File: src/rtl/pic_priority_resolver.sv
// ----------------------------------------------------------------------------
// pic_priority_resolver
//
// Priority resolution stage of an 8259A-style interrupt controller. Holds the
// interrupt request register (IRR), the in-service register (ISR) and the
// rotating priority pointer (LP = lowest-priority level). It picks the next
// unmasked request to be serviced, presents it as INT/INT_VEC, and tracks the
// two INTA pulses of an acknowledge cycle plus the OCW2 EOI/rotate commands.
//
// Ports
//   CLK         in   system clock, all state on the rising edge
//   RESET       in   synchronous, active-high reset
//   IR[7:0]     in   interrupt request lines, already synchronous to CLK
//   IM[7:0]     in   interrupt mask, 1 = masked
//   LTIM        in   1 = level-triggered requests, 0 = edge-triggered
//   AEOI        in   1 = clear the serviced ISR bit at the end of the 2nd INTA
//   OCW2[7:0]   in   OCW2 byte, [7:5] = R,SL,EOI and [2:0] = level L
//   OCW2_WR     in   one-cycle strobe qualifying OCW2
//   first_ACK   in   high during the first INTA pulse
//   second_ACK  in   high during the second INTA pulse
//   INT         out  registered interrupt request to the CPU
//   INT_VEC     out  registered resolved level, frozen during acknowledge
//   IRR[7:0]    out  interrupt request register
//   ISR[7:0]    out  in-service register
//
// Acknowledge FSM
//   state | meaning
//   ------+-------------------------------------------------------------
//   IDLE  | resolving; INT/INT_VEC track the current candidate
//   ACK1  | first INTA seen; level latched, INT low, waiting 2nd INTA
//   ACK2  | second INTA high; finishes (AEOI, rotation) when it falls
// ----------------------------------------------------------------------------
module pic_priority_resolver (
  input  logic       CLK,
  input  logic       RESET,
  input  logic [7:0] IR,
  input  logic [7:0] IM,
  input  logic       LTIM,
  input  logic       AEOI,
  input  logic [7:0] OCW2,
  input  logic       OCW2_WR,
  input  logic       first_ACK,
  input  logic       second_ACK,
  output logic       INT,
  output logic [2:0] INT_VEC,
  output logic [7:0] IRR,
  output logic [7:0] ISR
);

  typedef enum logic [1:0] {
    IDLE = 2'd0,
    ACK1 = 2'd1,
    ACK2 = 2'd2
  } state_t;

  localparam logic [2:0] OCW2_NS_EOI     = 3'b001;
  localparam logic [2:0] OCW2_SP_EOI     = 3'b011;
  localparam logic [2:0] OCW2_ROT_NS_EOI = 3'b101;
  localparam logic [2:0] OCW2_ROT_SP_EOI = 3'b111;
  localparam logic [2:0] OCW2_SET_PRI    = 3'b110;
  localparam logic [2:0] OCW2_ROT_AEOI_S = 3'b100;
  localparam logic [2:0] OCW2_ROT_AEOI_C = 3'b000;

  state_t     state;
  state_t     state_next;

  logic [7:0] ir_q;
  logic       first_ack_q;
  logic       second_ack_q;
  logic [2:0] lp;
  logic       rot_aeoi;
  logic       spurious;

  // Returns {found, level} for the highest-priority set bit of vec. The
  // highest priority is lp+1, descending cyclically down to lp itself; the
  // loop walks from lowest to highest priority so the last hit wins.
  function automatic logic [3:0] pick_highest(input logic [7:0] vec,
                                              input logic [2:0] lp_i);
    logic [3:0] res;
    logic [2:0] idx;
    res = 4'b0000;
    for (int k = 7; k >= 0; k--) begin
      idx = lp_i + 3'(k) + 3'd1;
      if (vec[idx]) res = {1'b1, idx};
    end
    return res;
  endfunction

  // Priority rank of a level: 0 = highest priority, 7 = lp itself.
  function automatic logic [2:0] rank_of(input logic [2:0] lvl,
                                         input logic [2:0] lp_i);
    return lvl - lp_i - 3'd1;
  endfunction

  function automatic logic [7:0] onehot(input logic [2:0] lvl);
    return 8'b0000_0001 << lvl;
  endfunction

  // --------------------------------------------------------------------------
  // Resolution
  // --------------------------------------------------------------------------
  logic [3:0] irr_pick;
  logic [3:0] isr_pick;
  logic       cand_valid;
  logic [2:0] cand;

  assign irr_pick = pick_highest(IRR & ~IM, lp);
  assign isr_pick = pick_highest(ISR, lp);
  assign cand     = irr_pick[2:0];

  // Fully nested: a request only wins if it outranks every in-service level.
  assign cand_valid = irr_pick[3] &&
                      (!isr_pick[3] || (rank_of(irr_pick[2:0], lp) <
                                        rank_of(isr_pick[2:0], lp)));

  // --------------------------------------------------------------------------
  // INTA edge detection and FSM
  // --------------------------------------------------------------------------
  logic ack1_rise;
  logic ack2_rise;
  logic ack2_fall;
  logic ack_take;
  logic ack_done;

  assign ack1_rise = first_ACK & ~first_ack_q;
  assign ack2_rise = second_ACK & ~second_ack_q;
  assign ack2_fall = ~second_ACK & second_ack_q;
  assign ack_take  = (state == IDLE) && ack1_rise;
  assign ack_done  = (state == ACK2) && ack2_fall;

  always_comb begin
    state_next = state;
    case (state)
      IDLE:    if (ack1_rise) state_next = ACK1;
      ACK1:    if (ack2_rise) state_next = ACK2;
      ACK2:    if (ack2_fall) state_next = IDLE;
      default: state_next = IDLE;
    endcase
  end

  always_ff @(posedge CLK) begin
    if (RESET) begin
      state        <= IDLE;
      first_ack_q  <= 1'b0;
      second_ack_q <= 1'b0;
      ir_q         <= 8'hFF;
    end else begin
      state        <= state_next;
      first_ack_q  <= first_ACK;
      second_ack_q <= second_ACK;
      ir_q         <= IR;
    end
  end

  // --------------------------------------------------------------------------
  // OCW2 decode
  // --------------------------------------------------------------------------
  logic [7:0] eoi_clr;
  logic       ocw_lp_wr;
  logic [2:0] ocw_lp;
  logic       rot_set;
  logic       rot_clr;

  logic       unused_ocw2_bits;
  assign unused_ocw2_bits = ^OCW2[4:3];

  always_comb begin
    eoi_clr   = 8'h00;
    ocw_lp_wr = 1'b0;
    ocw_lp    = 3'd0;
    rot_set   = 1'b0;
    rot_clr   = 1'b0;
    if (OCW2_WR) begin
      case (OCW2[7:5])
        OCW2_NS_EOI: begin
          if (isr_pick[3]) eoi_clr = onehot(isr_pick[2:0]);
        end
        OCW2_SP_EOI: begin
          eoi_clr = onehot(OCW2[2:0]);
        end
        OCW2_ROT_NS_EOI: begin
          // With nothing in service the whole command is a no-op, LP included.
          if (isr_pick[3]) begin
            eoi_clr   = onehot(isr_pick[2:0]);
            ocw_lp_wr = 1'b1;
            ocw_lp    = isr_pick[2:0];
          end
        end
        OCW2_ROT_SP_EOI: begin
          eoi_clr   = onehot(OCW2[2:0]);
          ocw_lp_wr = 1'b1;
          ocw_lp    = OCW2[2:0];
        end
        OCW2_SET_PRI: begin
          ocw_lp_wr = 1'b1;
          ocw_lp    = OCW2[2:0];
        end
        OCW2_ROT_AEOI_S: rot_set = 1'b1;
        OCW2_ROT_AEOI_C: rot_clr = 1'b1;
        default: ;
      endcase
    end
  end

  // --------------------------------------------------------------------------
  // IRR / ISR next state
  // --------------------------------------------------------------------------
  logic [7:0] ack_set;
  logic [7:0] aeoi_clr;
  logic       aeoi_lp_wr;
  logic [7:0] edge_set;
  logic [7:0] irr_next;
  logic [7:0] isr_next;

  assign ack_set = (ack_take && cand_valid) ? onehot(cand) : 8'h00;

  // A spurious acknowledge put nothing in service, so it has nothing to
  // retire and no level to rotate to.
  assign aeoi_clr   = (ack_done && AEOI && !spurious) ? onehot(INT_VEC) : 8'h00;
  assign aeoi_lp_wr = ack_done && rot_aeoi && !spurious;

  // The fresh-edge term is not masked by the acknowledge, so a new rising
  // edge on the level being acknowledged keeps its request pending.
  assign edge_set = IR & ~ir_q;
  assign irr_next = LTIM ? (IR & ~ack_set)
                         : (edge_set | (IRR & IR & ~ack_set));

  // Set from the acknowledge dominates any clear of the same bit.
  assign isr_next = (ISR & ~eoi_clr & ~aeoi_clr) | ack_set;

  always_ff @(posedge CLK) begin
    if (RESET) begin
      IRR      <= 8'h00;
      ISR      <= 8'h00;
      lp       <= 3'd7;
      rot_aeoi <= 1'b0;
    end else begin
      IRR <= irr_next;
      ISR <= isr_next;
      // OCW2 priority change overrides an AEOI rotation in the same cycle.
      if (ocw_lp_wr)       lp <= ocw_lp;
      else if (aeoi_lp_wr) lp <= INT_VEC;
      if (rot_set)         rot_aeoi <= 1'b1;
      else if (rot_clr)    rot_aeoi <= 1'b0;
    end
  end

  // --------------------------------------------------------------------------
  // INT / INT_VEC
  // --------------------------------------------------------------------------
  // INT_VEC keeps its last value while there is no candidate and stays frozen
  // through ACK1/ACK2 so the control logic can read the serviced level.
  always_ff @(posedge CLK) begin
    if (RESET) begin
      INT      <= 1'b0;
      INT_VEC  <= 3'd0;
      spurious <= 1'b0;
    end else if (ack_take) begin
      INT      <= 1'b0;
      INT_VEC  <= cand_valid ? cand : 3'd7;
      spurious <= !cand_valid;
    end else if (state == IDLE) begin
      INT <= cand_valid;
      if (cand_valid) INT_VEC <= cand;
    end
  end

endmodule

File: config.mk
export PLATFORM = sky130hd
export DESIGN_NAME = pic_priority_resolver
export DESIGN_NICKNAME = d
export VERILOG_FILES = /design/src/rtl/pic_priority_resolver.sv
export SDC_FILE = /design/constraint.sdc
export NUM_CORES = 1
export LEC_CHECK = 0
export CAP_MARGIN = 20
export CORE_AREA = 10 10 106 84
export CTS_CLUSTER_SIZE = 14
export DETAILED_ROUTE_END_ITERATION = 10
export DIE_AREA = 0 0 116 94
export GPL_ROUTABILITY_DRIVEN = 0
export PLACE_DENSITY = 0.87
export SYNTH_ARGS = -nofsm -noshare
export SYNTH_HDL_FRONTEND = slang
export SYNTH_SLANG_ARGS = --single-unit
File: constraint.sdc
create_clock -name CLK -period 15.99 [get_ports CLK]
set_input_delay 2.3985 -clock CLK [delete_from_list [all_inputs] [get_ports CLK]]
set_output_delay 2.3985 -clock CLK [all_outputs]
set_load 0.02 [all_outputs]
==> results.md, run 1 <==
* PnR worst setup slack at 8.88 ns
* Place WS at about 8.6 ns
* Cell family with most CP delay: simple AND/OR/NAND/NOR gates
* Actual slew at the worst max-slew pin at ~1.1 ns
* WP data required at 16.17 ns
* Syn nets at between 400 and 500
* Initial antenna violation count at 0
* CP endpoint kind: flop
* Clk pwr share at about 20%
* Via count at ~3900
* Buffers on Ports at 48
* Synthesized cell area at between 4000 and 5000 um^2
* PostCTS Resize Cnt at 0
* Drt total wl at about 12000 um
* Worst R2R Path Depth at 20
* Crit path max fanout at 9
* Clk_skew at 0.00454 ns
* Commonest non-fill, non-tap cells in the layout: 48 x clkdlybuf4s50_1, 37 x dfxtp_1, 28 x nor2_1
* Reg power frac at between 20 and 30%
* Sum Neg Setup Slack at 0 ns
* Die area at 10900 um^2
* Cell Int Power at ~220 uW
* Leakage Power at ~1.8 nW
* Initial Utilization at about three fifths
* Cells after Synth at ~440
* Vias/cell at ~7.1
* Die Ht at around 94 um
* Synth warn at 0
* Cell Chain, Critical Path: clkdlybuf4s50_1 > nand2b_1 > mux4_2 > mux2i_2 > nor3_1 > a211o_1 > or3_1 > clkinv_4 > ha_1 > fa_1 > ha_1 > a21o_1 > a21oi_1 > a41oi_2 > nor3b_4 > nor3b_1 > a21oi_1
* Crit path time final at between 7 and 8 ns
* DR pass1 iterations at 5
* P per Cell Area at between 80 and 90 nW/um^2
* Drc violations at 0
* Gr usage total at roughly 22%
* Core area at between 6000 and 7000 um^2
* Die Width at ~120 um
* Sw frac at 42.2%
* Post-route ant nets at 0
* Number of global-route vias before repair at 3846
* Critical R2R Launch: lp[0]$_SDFFE_PP1P_
* RSZ-0062 raised after global routing: false
* Final setup fails at 0
* Area Growth Syn to Fin at 12.4%
* Hold-fix buffers, CTS at 0
* Share of cells above drive strength 1 at 15.0%
* Latest clock arrival within the worst-skew pair at roughly 0.3 ns
* Fill cell count at 541
* Register-to-Register Setup Slack at around 9.0 ns
* Critical Path Stages at 17
* CTS root buffer: clkbuf_8
* Status: finished clean
* Total power at 385 uW
* Final slew viol count at 0
* Crit path launch: IM[3]
* # IOs at 51
* Post-synth top flop: dfxtp_1
* Maximum clock insertion buffer count at 2
* Num rows at 26
* Fin nets at about 510
* EDFF count, synth at 0
* Antenna fix cells at 0
* H-tree depth at 2
* Syn Area/Cell at just over 9 um^2
* Largest net degree at the start of global routing at 39
* Hold Crit Start: rot_aeoi$_SDFFE_PP0P_
* Max-cap violations at 0
* Buf/Inv on CP at 2
* Clock transition at path regs at about 0.080 ns
* Worst EP arrival at about 7.3 ns
* Register area share after synthesis at 18.0%
* Fmax at around 0.14 GHz
* Headroom to the max-slew limit at 29.0%
* Worst min-delay path category: reg2reg
* GR Overflow Total at 0
* Max stage delay on crit path at 0.59 ns
* Yosys reg bits at 37
* Critical-path top delay cell: mux4_2
* WHS Path Cells at 2
* Commonest non-fill, non-tap cell in the layout: clkdlybuf4s50_1
* CTS Sinks at 37
* Inserted Clock Buffers at 5
* Combinational share of power at a little over 50%
* Psw at between 150 and 200 uW
* CTS tree: done
* Final core utilization at around 68%
* Ys async rst share at 0%
* DRT iter0 DRCs at between 500 and 600
* Distinct cell type count after synthesis at 82
* Final hold vios at 0
* HPWL Detailed at 9140 um
* Final Cycle Share at between 40% and 50%
* Setup Buffers After CTS at 0
* Hold endpoint: rot_aeoi$_SDFFE_PP0P_
* WL per Instance at about 22 um
* Worst Setup Start Kind: input port
* Global-route wire length before repair at ~20000 um
* VDD IR max at slightly below 0.00008 V
* Kind of critical path: in2reg
* FF-to-FF End: IRR[5]$_SDFF_PP0_
-- power by group through the flow --
stage / clock, mW / sequential [mW] / combinational [mW]
5_1_grt: 0.0805 / 0.115 / 0.209
4_1_cts: 0.0760 / 0.114 / 0.191
2_1_floorplan: 0 / 0.115 / 0.138
6_report: 0.0757 / 0.115 / 0.194
3_3_place_gp: 0 / 0.115 / 0.182
3_5_place_dp: 0 / 0.116 / 0.190
-- final cells by class --
type,instances,area [um^2],share of cell area (%)
inverters,17,68.8,1.49
multi-input cells,360,3100,67.1
clock buffers,7,96.3,2.08
clock inverters,1,8.76,0.189
repair buffers,51,503,10.9
flip-flops and latches,37,741,16.0
well taps,84,105,2.27
-- registers in the layout, summed over array words and instances (netlist names) --
| register | cells |
|---|---|
| second_ack_q | 1 |
| ISR | 8 |
| state | 2 |
| IRR | 8 |
| rot_aeoi | 1 |
| INT | 1 |
| first_ack_q | 1 |
| lp | 3 |
| ir_q | 8 |
| INT_VEC | 3 |
| spurious | 1 |
-- stage by stage --
stage,std cells,hold WS (ns),instance area [um^2]
floorplan,444,0.437,4110
global placement,549,0.446,4520
detailed placement,549,0.454,4520
CTS,557,0.463,4620
global route,557,0.493,4620
finish,557,0.463,4620
-- worst min-delay path: cells and delay by family, from the launching register on --
| kind | cells | cell delay [ns] |
|---|---|---|
| DFF | 1 | 0.31 |
| and+or+nand+nor | 1 | 0.05 |
| AOI/OAI and AO/OA | 1 | 0.05 |
-- Yosys cell counts (3+ instances only) --
master    instances  share of area (%)
mux4_2           22                 12
dfxtp_1          37                 18
buf_4             4               0.73
a21o_1            5               0.91
xor2_1            3               0.64
o31ai_1           8                1.5
or2_2             9                1.4
nand2_1          24                2.2
mux2_2            7                1.9
o311ai_0         13                2.8
nor3b_1           3               0.55
xnor2_1           5                1.1
ha_1              7                2.1
a211o_1           3               0.64
clkbuf_1          9               0.82
o211ai_1          3               0.55
and3_1            5               0.76
and2_1            3               0.46
a22oi_1           3               0.55
nand2b_1         16                2.4
a31oi_1           6               0.91
o221ai_1          5                1.1
buf_6             8                2.2
mux2i_1          26                6.3
a21oi_1          27                3.3
inv_1            13                1.2
o21ai_1           9                1.1
buf_2             8               0.97
nor3_1           16                1.9
a211oi_1          8                1.5
nor2b_1          14                2.1
nand3b_1          4               0.73
o21ai_0           5               0.61
o22ai_1           3               0.46
a32oi_1           3               0.64
mux4_1            7                4.5
nand3_1           9                1.1
nor2_1           28                2.6
-- worst max-delay path by stage --
stage | end | slack, ns
after CTS | IRR[5]$_SDFF_PP0_ | 8.93
after floorplan | IRR[1]$_SDFF_PP0_ | 9.80
after detailed placement | IRR[5]$_SDFF_PP0_ | 8.61
final | IRR[5]$_SDFF_PP0_ | 8.88
after global placement | IRR[5]$_SDFF_PP0_ | 8.80
after global routing | IRR[5]$_SDFF_PP0_ | 8.53
-- cell families after synthesis --
group	Yosys count	synth area share [%]
and+or+nand+nor	151	21.1
adders and majority gates	9	3.10
DFF	37	18.0
xor gates and xnor gates	9	2.31
buffers and inverters	47	6.57
muxes	65	26.0
AOI/OAI and AO/OA	126	22.9
-- per-layer routing --
layer / part of all wire [%] / track usage, %
met1: 39 / 28.6
met2: 47 / 35.7
met3: 13 / 6.90
met4: 2.1 / 6.86
met5: 0 / 0
(Power assumes the default switching activity.)
==> run 2, diff against run 1 <==
--- a/config.mk
+++ b/config.mk
@@ -6,12 +6,12 @@
 export NUM_CORES = 1
 export LEC_CHECK = 0
 export CAP_MARGIN = 20
-export CORE_AREA = 10 10 106 84
+export CORE_AREA = 10 10 110 87
 export CTS_CLUSTER_SIZE = 14
 export DETAILED_ROUTE_END_ITERATION = 10
-export DIE_AREA = 0 0 116 94
+export DIE_AREA = 0 0 120 97
 export GPL_ROUTABILITY_DRIVEN = 0
-export PLACE_DENSITY = 0.87
+export PLACE_DENSITY = 0.81
 export SYNTH_ARGS = -nofsm -noshare
 export SYNTH_HDL_FRONTEND = slang
 export SYNTH_SLANG_ARGS = --single-unit
==> constraint.sdc (replaced) <==
create_clock -name CLK -period 7.2 [get_ports CLK]
set_input_delay 1.08 -clock CLK [delete_from_list [all_inputs] [get_ports CLK]]
set_output_delay 1.08 -clock CLK [all_outputs]
set_load 0.02 [all_outputs]
==> run 2 against run 1 <==
  * Via count is 0.69% higher
  * Combinational power increased by 120%
  * First-iteration DRC count is 23% lower
  * Flip-flop and latch count unchanged
  * Non-clock buffer count grew 5
  * Worst setup slack worse by 7.5 ns
  * Cell count rose by 3.9%
  * Critical path depth rose by 2
  * Clock power grew to 2.5 times the previous value
  * Die area is 6.7% higher
  * Critical path type is now reg2reg
==> results.md, run 2 (same netlist as run 1, synthesis figures left out) <==
* DR pass1 iterations at 5
* Area of the multi-input gates at 3100 um^2
* Worst Setup Start Kind: flop
* Die Ht at around 97 um
* Fmax at ~0.17 GHz
* Top flop regs: IRR x8, ISR x8, ir_q x8
* Register area at between 700 and 800 um^2
* Commonest non-fill, non-tap cell in the layout: clkdlybuf4s50_1
* Buffers on Ports at between 40 and 50
* WL per Instance at 20.8 um
* Hold-fix buffers, CTS at 0
* Status: finished clean
* Crit path max fanout at 22
* Post-route ant nets at 0
* Sw frac at 40.4%
* VDD IR max at ~0.00017 V
* Clock transition at path regs at ~0.080 ns
* Crit path launch: lp[0]$_SDFFE_PP1P_
* Kind of critical path: reg2reg
* Inserted Clock Buffers at 5
* Clk_skew at 0.00720 ns
* Gr usage total at around a fifth
* Drt total wl at between 10000 and 15000 um
* Reg power frac at just under 30%
* Total power at just under 900 uW
* Worst EP arrival at between 6 and 7 ns
* WP data required at 7.37 ns
* Core area at ~7300 um^2
* Leakage Power at approximately 1.8 nW
* Clk pwr share at between 20% and 30%
* DRT iter0 DRCs at 460
* Final Cycle Share at between 80 and 90%
* Area Growth Syn to Fin at 14.2%
* Largest net degree at the start of global routing at 38
* CTS Sinks at 37
* Initial Utilization at a little under three fifths
* Final hold vios at 0
* Initial antenna violation count at 0
* CTS tree: done
* Worst R2R Path Depth at 19
* Psw at about 350 uW
* Fin nets at roughly 520
* GR Overflow Total at 0
* Num rows at 27
* Final slew viol count at 0
* H-tree depth at 2
* CP endpoint kind: flop
* Commonest non-fill, non-tap cells in the layout: 48 x clkdlybuf4s50_1, 37 x dfxtp_1, 28 x nor2_1
* Actual slew at the worst max-slew pin at 0.957 ns
* Global-route wire length before repair at between 15000 and 20000 um
* Vias/cell at 6.84
* Antenna fix cells at 0
* Number of global-route vias before repair at around 4000
* Fill cell count at approximately 600
* Latest clock arrival within the worst-skew pair at 0.29 ns
* FF-to-FF End: IRR[5]$_SDFF_PP0_
* Critical R2R Launch: lp[0]$_SDFFE_PP1P_
* CTS root buffer: clkbuf_8
* Setup Buffers After CTS at 0
* Cell Int Power at between 500 and 600 uW
* Headroom to the max-slew limit at 36.0%
* Share of cells above drive strength 1 at between 10% and 20%
* Maximum clock insertion buffer count at 2
* Via count at 3961
* Max-cap violations at 0
* Critical path endpoint: IRR[5]$_SDFF_PP0_
* Sum Neg Setup Slack at 0 ns
* Crit path time final at just under 6 ns
* Register-to-Register Setup Slack at 1.33 ns
* Combinational share of power at approximately half
* Hold Slack at ~0.47 ns
* Die area at ~12000 um^2
* Drc violations at 0
* PostCTS Resize Cnt at 0
* RSZ-0062 raised after global routing: false
* Die Width at 120 um
* # IOs at 51
* HPWL Detailed at 9000 um
* Final setup fails at 0
* P per Cell Area at ~190 nW/um^2
* Worst min-delay path category: reg2reg
run 2: power by group through the flow:
stage / Sequential (mW) / Combinational (mW) / Clock (mW)
2_1_floorplan: 0.256 / 0.307 / 0
3_3_place_gp: 0.261 / 0.406 / 0
3_5_place_dp: 0.262 / 0.418 / 0
4_1_cts: 0.258 / 0.420 / 0.190
5_1_grt: 0.262 / 0.463 / 0.199
6_report: 0.259 / 0.425 / 0.191
run 2: metrics by stage:
stage          instances  worst slack [ns]  util (%)  cell area, um^2
2_1_floorplan        444              2.18         -             4110
3_3_place_gp         571              1.35      62.4             4580
3_5_place_dp         571              1.29      62.4             4580
4_1_cts              579              1.35      64.1             4700
5_1_grt              579             0.836      64.1             4700
6_report             579              1.33      64.1             4700
run 2: worst min path at each step:
stage,slack (ns),from,to,cells after the start
floorplan,0.44,rot_aeoi$_SDFFE_PP0P_,rot_aeoi$_SDFFE_PP0P_,2
finish,0.47,rot_aeoi$_SDFFE_PP0P_,rot_aeoi$_SDFFE_PP0P_,2
global placement,0.45,rot_aeoi$_SDFFE_PP0P_,rot_aeoi$_SDFFE_PP0P_,2
CTS,0.47,rot_aeoi$_SDFFE_PP0P_,rot_aeoi$_SDFFE_PP0P_,2
global route,0.48,rot_aeoi$_SDFFE_PP0P_,rot_aeoi$_SDFFE_PP0P_,2
detailed placement,0.45,rot_aeoi$_SDFFE_PP0P_,rot_aeoi$_SDFFE_PP0P_,2
run 2: critical path: stages (launching register included):
cell	delay [ns]
dfxtp_1	0.32
inv_2	0.42
ha_1	0.54
inv_1	0.34
mux4_2	0.59
mux2i_1	0.28
nand3_1	0.11
a211oi_1	0.25
or3_1	0.38
clkinv_4	0.13
ha_1	0.21
fa_1	0.37
xnor2_1	0.14
xnor2_1	0.14
ha_1	0.30
a21oi_1	0.17
a41oi_2	0.11
nor3b_4	0.44
nor3b_1	0.35
a21oi_1	0.11
run 2: area by class of cell:
cell class | instances | share of cell area (%)
Multi-Input combinational cell | 360 | 66.0
Timing Repair Buffer | 56 | 11.5
Tap cell | 101 | 2.69
Sequential cell | 37 | 15.8
Clock buffer | 6 | 1.76
Clock inverter | 2 | 0.799
Inverter | 17 | 1.47
run 2: layer usage:
| layer | share of wire, % | vias up | track usage (%) |
|---|---|---|---|
| li1 | - | 1805 | - |
| met1 | 42 | 1905 | 27.5 |
| met2 | 47 | 227 | 31.5 |
| met3 | 10 | 24 | 4.29 |
| met4 | 1.4 | 0 | 4.60 |
| met5 | 0 | - | 0 |
